--- config.mk ---
export PLATFORM = sky130hd
export DESIGN_NAME = pipeline_hazard_ctrl
export DESIGN_NICKNAME = d
export VERILOG_FILES = /design/src/rtl/pipeline_hazard_ctrl.sv
export SDC_FILE = /design/constraint.sdc
export NUM_CORES = 1
export LEC_CHECK = 0
export CAP_MARGIN = 20
export CORE_ASPECT_RATIO = 1.4
export CORE_MARGIN = 8
export CORE_UTILIZATION = 29
export DETAILED_ROUTE_END_ITERATION = 7
export GPL_TIMING_DRIVEN = 0
export HOLD_SLACK_MARGIN = 0.02
export PLACE_DENSITY_LB_ADDON = 0.08
export SLEW_MARGIN = 20
export SYNTH_ARGS = -nofsm -noshare
export SYNTH_HDL_FRONTEND = slang
export SYNTH_SLANG_ARGS = --single-unit
--- constraint.sdc ---
create_clock -name clk -period 4.8 [get_ports clk]
set_input_delay 0.96 -clock clk [delete_from_list [all_inputs] [get_ports clk]]
set_output_delay 0.96 -clock clk [all_outputs]
set_load 0.02 [all_outputs]
--- src/rtl/pipeline_hazard_ctrl.sv ---
// Pipeline hazard controller: load-use stall, branch flush and fetch-wait sequencing with Mealy outputs.
// Optional perf counters are enabled by defining HAZARD_PERF_CNT_EN.
module pipeline_hazard_ctrl #(
  parameter int unsigned FLUSH_CYCLES      = 1,
  parameter int unsigned LOAD_STALL_CYCLES = 1
) (
  input  logic        clk,
  input  logic        reset,
  input  logic [31:0] IF_ID__instruction,
  input  logic        ID_EX_MemRead,
  input  logic [4:0]  ID_EX_rd,
  input  logic        branch_taken,
  input  logic        imem_busy,
  output logic        PC_Write,
  output logic        IF_ID_Write,
  output logic        IF_ID_Flush,
  output logic        ID_EX_Bubble,
  output logic [1:0]  ctrl_state,
  output logic [31:0] stall_cycles,
  output logic [31:0] flush_events
);

  typedef enum logic [1:0] {
    RUN   = 2'd0,
    STALL = 2'd1,
    FLUSH = 2'd2,
    WAIT  = 2'd3
  } state_e;

  localparam logic [2:0] FLUSH_INIT = 3'(FLUSH_CYCLES - 1);
  localparam logic [2:0] STALL_INIT = 3'(LOAD_STALL_CYCLES - 1);

  state_e     state_q, state_d;
  logic [2:0] cnt_q, cnt_d;

  logic [4:0] rs1, rs2;
  logic       load_use;
  logic       pc_write, ifid_write, ifid_flush, idex_bubble;
  logic       unused_instr_bits;

  assign rs1      = IF_ID__instruction[19:15];
  assign rs2      = IF_ID__instruction[24:20];
  assign load_use = ID_EX_MemRead && (ID_EX_rd != 5'd0) &&
                    ((ID_EX_rd == rs1) || (ID_EX_rd == rs2));
  assign unused_instr_bits = ^{IF_ID__instruction[31:25], IF_ID__instruction[14:0]};

  always_comb begin
    pc_write    = 1'b1;
    ifid_write  = 1'b1;
    ifid_flush  = 1'b0;
    idex_bubble = 1'b0;
    state_d     = RUN;
    cnt_d       = 3'd0;
    if (reset) begin
      pc_write    = 1'b0;
      ifid_flush  = 1'b1;
      idex_bubble = 1'b1;
    end else if (branch_taken) begin
      // A redirect always wins and (re)starts the flush window.
      ifid_flush  = 1'b1;
      idex_bubble = 1'b1;
      if (FLUSH_CYCLES > 1) begin
        state_d = FLUSH;
        cnt_d   = FLUSH_INIT;
      end
    end else begin
      unique case (state_q)
        STALL: begin
          pc_write    = 1'b0;
          ifid_write  = 1'b0;
          idex_bubble = 1'b1;
          if (cnt_q > 3'd1) begin
            state_d = STALL;
            cnt_d   = cnt_q - 3'd1;
          end
        end
        FLUSH: begin
          pc_write   = !imem_busy;
          ifid_flush = 1'b1;
          if (cnt_q > 3'd1) begin
            state_d = FLUSH;
            cnt_d   = cnt_q - 3'd1;
          end else if (imem_busy) begin
            state_d = WAIT;
          end
        end
        default: begin
          // RUN and WAIT share the same event handling.
          if (load_use) begin
            pc_write    = 1'b0;
            ifid_write  = 1'b0;
            idex_bubble = 1'b1;
            if (LOAD_STALL_CYCLES > 1) begin
              state_d = STALL;
              cnt_d   = STALL_INIT;
            end
          end else if (imem_busy) begin
            pc_write   = 1'b0;
            ifid_flush = 1'b1;
            state_d    = WAIT;
          end
        end
      endcase
    end
  end

  always_ff @(posedge clk) begin
    if (reset) begin
      state_q <= RUN;
      cnt_q   <= 3'd0;
    end else begin
      state_q <= state_d;
      cnt_q   <= cnt_d;
    end
  end

  assign PC_Write     = pc_write;
  assign IF_ID_Write  = ifid_write;
  assign IF_ID_Flush  = ifid_flush;
  assign ID_EX_Bubble = idex_bubble;
  assign ctrl_state   = reset ? RUN : state_q;

`ifdef HAZARD_PERF_CNT_EN
  logic [31:0] stall_cnt_q, flush_cnt_q;

  always_ff @(posedge clk) begin
    if (reset) begin
      stall_cnt_q <= 32'd0;
      flush_cnt_q <= 32'd0;
    end else begin
      if (!pc_write) stall_cnt_q <= stall_cnt_q + 32'd1;
      if (branch_taken) flush_cnt_q <= flush_cnt_q + 32'd1;
    end
  end

  assign stall_cycles = stall_cnt_q;
  assign flush_events = flush_cnt_q;
`else
  assign stall_cycles = 32'd0;
  assign flush_events = 32'd0;
`endif

endmodule

==> results.cfg <==
[floorplanning]
die_h_um = 83.3
coreArea_um2 = 3090
die-area_um2 = 5340
ioPinCount = 112
rows = 24
initial_core_util_pct = 30.3
dieWidth_um = 64.1

[detailed_routing]
drc = 0
via_per_inst = 3.27
wl_per_cell_um = 9.42
final_antenna_net_count = 0
dr.pass1.iters = 3
wl_um = 2410
dr.first_iter.drc_count = 14
vias = 837

[global_route]
grt_start_max_net_pins = 6
antenna_found_initial = 0
grt_pass1_wl_um = 3980
grt_pass1_vias = 901
grt_overflow = 0
track_usage_pct = 9.10

[critical_path]
worst_setup_path_end_kind = primary output
crit_type = in -> out
arrival_ns = 3.11
worstSetupStartpointType = primary input
cp_max_fo = 3
worstPathRequired_ns = 3.84

[layout]
final_util_pct = 49.1
drive_above_1_share_pct = 33.2
fin_nets = 264
layout_common_cells = buf_4, conb_1, clkdlybuf4s50_1, nor2_1, xor2_1
synthToLayoutAreaGrowth_pct = 61.9
diodes = 0

[timing]
report.final.hold_viol_count = 0
fin_skew_ns = 0.00226
fin_tns_setup_ns = 0
rsz0062_at_grt = no
period_share_pct = 84.8
setup-violations-final = 0
period_minus_slack_ns = 4.07
report.final.slew_viol_count = 0
fmax_mhz = 246

[cts]
hold_buffers = 0
cts.sinks = 5
post_cts_resize_count = 0
cts_max_path_buffers = 2
cts_max_level = 1
clk_pin_slew_ns = 0.04
clk_latency_ns = 0.23
cts-buffers-inserted = 3
cts_tree = built
cts_setup_buffers = 0
root_buffer = clkbuf_8

[power]
p_leak_nw = 0.863
peakVddDrop_uv = 90.4
powerDensity_nw_per_um2 = 170

[worst_hold_path]
worstHoldPathType = reg -> reg

[placement]
gp_congestion = 0.650
io_buffer_count = 25
hpwl_um = 2310

[synth]
yosysWarnings = 0
avgSynthCellArea_um2 = 7.51
netlist_area_um2 = 938
ys_ff_latch = 5
synth_cell_types = 20
synthCells = 125
seq_area_frac_synth_pct = 10.7

[flow_run]
cap_violations = 0

[status]
status = finished, final reports clean
[synthesized netlist by cell type]
| master | n | area, µm² |
|---|---|---|
| a21oi_1 | 3 | 15.0 |
| a22oi_2 | 1 | 12.5 |
| buf_4 | 64 | 480 |
| conb_1 | 1 | 3.75 |
| dfxtp_1 | 5 | 100 |
| ha_1 | 4 | 50.1 |
| inv_1 | 8 | 30.0 |
| mux2_2 | 1 | 11.3 |
| nand2_1 | 5 | 18.8 |
| nor2_1 | 10 | 37.5 |
| nor3_1 | 2 | 10.0 |
| o21ai_1 | 1 | 5.00 |
| o21ai_2 | 1 | 8.76 |
| o221ai_1 | 2 | 17.5 |
| o22ai_1 | 2 | 12.5 |
| o32ai_1 | 1 | 8.76 |
| or2_2 | 2 | 12.5 |
| or4_1 | 1 | 7.51 |
| xnor2_1 | 1 | 8.76 |
| xor2_1 | 10 | 87.6 |
[cell families after synthesis]
kind of cell	synth area share, %
compound gates	8.53
fa+ha+maj	5.33
other cells	0.400
mux	1.20
xor+xnor	10.3
flops	10.7
buf+inv	54.4
simple gates	9.20
[final cells by class]
cell class / count / area (µm²)
well taps: 39 / 48.8
repair buffers: 25 / 250
inverters: 8 / 30.0
multi-input cells: 111 / 564
flip-flops and latches: 5 / 100
clock buffers: 4 / 45.0
plain buffers: 64 / 480
fillers: 325 / 1570
[metal layers]
| layer | share of wire, % | global-route usage [%] |
|---|---|---|
| met5 | 0 | 0 |
| met3 | 15 | 6.18 |
| met4 | 1.0 | 3.67 |
| met2 | 57 | 17.4 |
| met1 | 28 | 6.52 |
[power breakdown]
group / switching [mW] / internal, mW
clock network: 0.0226 / 0.0572
logic: 0.0740 / 0.0617
registers: 0.000429 / 0.0426
total: 0.0971 / 0.162
[metrics by stage]
step                power, mW  worst slack [ns]  hold slack (ns)  instance area, µm²  cells
global placement        0.174             0.723            0.425                1470    252
detailed placement      0.176             0.717            0.440                1470    252
floorplan               0.148              1.67            0.417                1170    188
CTS                     0.257             0.707            0.445                1520    256
finish                  0.259             0.731            0.442                1520    256
global route            0.276             0.600            0.462                1520    256
[critical path: stages]
cell	delay [ns]
clkdlybuf4s50_1	0.46
or4_1	0.56
o21ai_2	0.15
or2_2	0.15
o21ai_1	0.06
a21oi_1	0.15
clkdlybuf4s50_1	0.62
[worst paths after layout]
kind | slack (ns) | depth (start not counted) | startpoint | endpoint
max | 0.73 | 7 | ID_EX_rd[3] | PC_Write
min | 0.44 | 1 | cnt_q[0]$_SDFF_PP0_ | cnt_q[0]$_SDFF_PP0_
max reg2reg | 3.22 | 6 | state_q[0]$_SDFF_PP0_ | state_q[1]$_SDFF_PP0_
min reg2reg | 0.44 | 1 | cnt_q[0]$_SDFF_PP0_ | cnt_q[0]$_SDFF_PP0_
[registers in the layout, indices dropped and copies added, names as in the netlist]
name,cells
state_q,2
cnt_q,3
No activity file was read; power rests on OpenSTA's default activity.
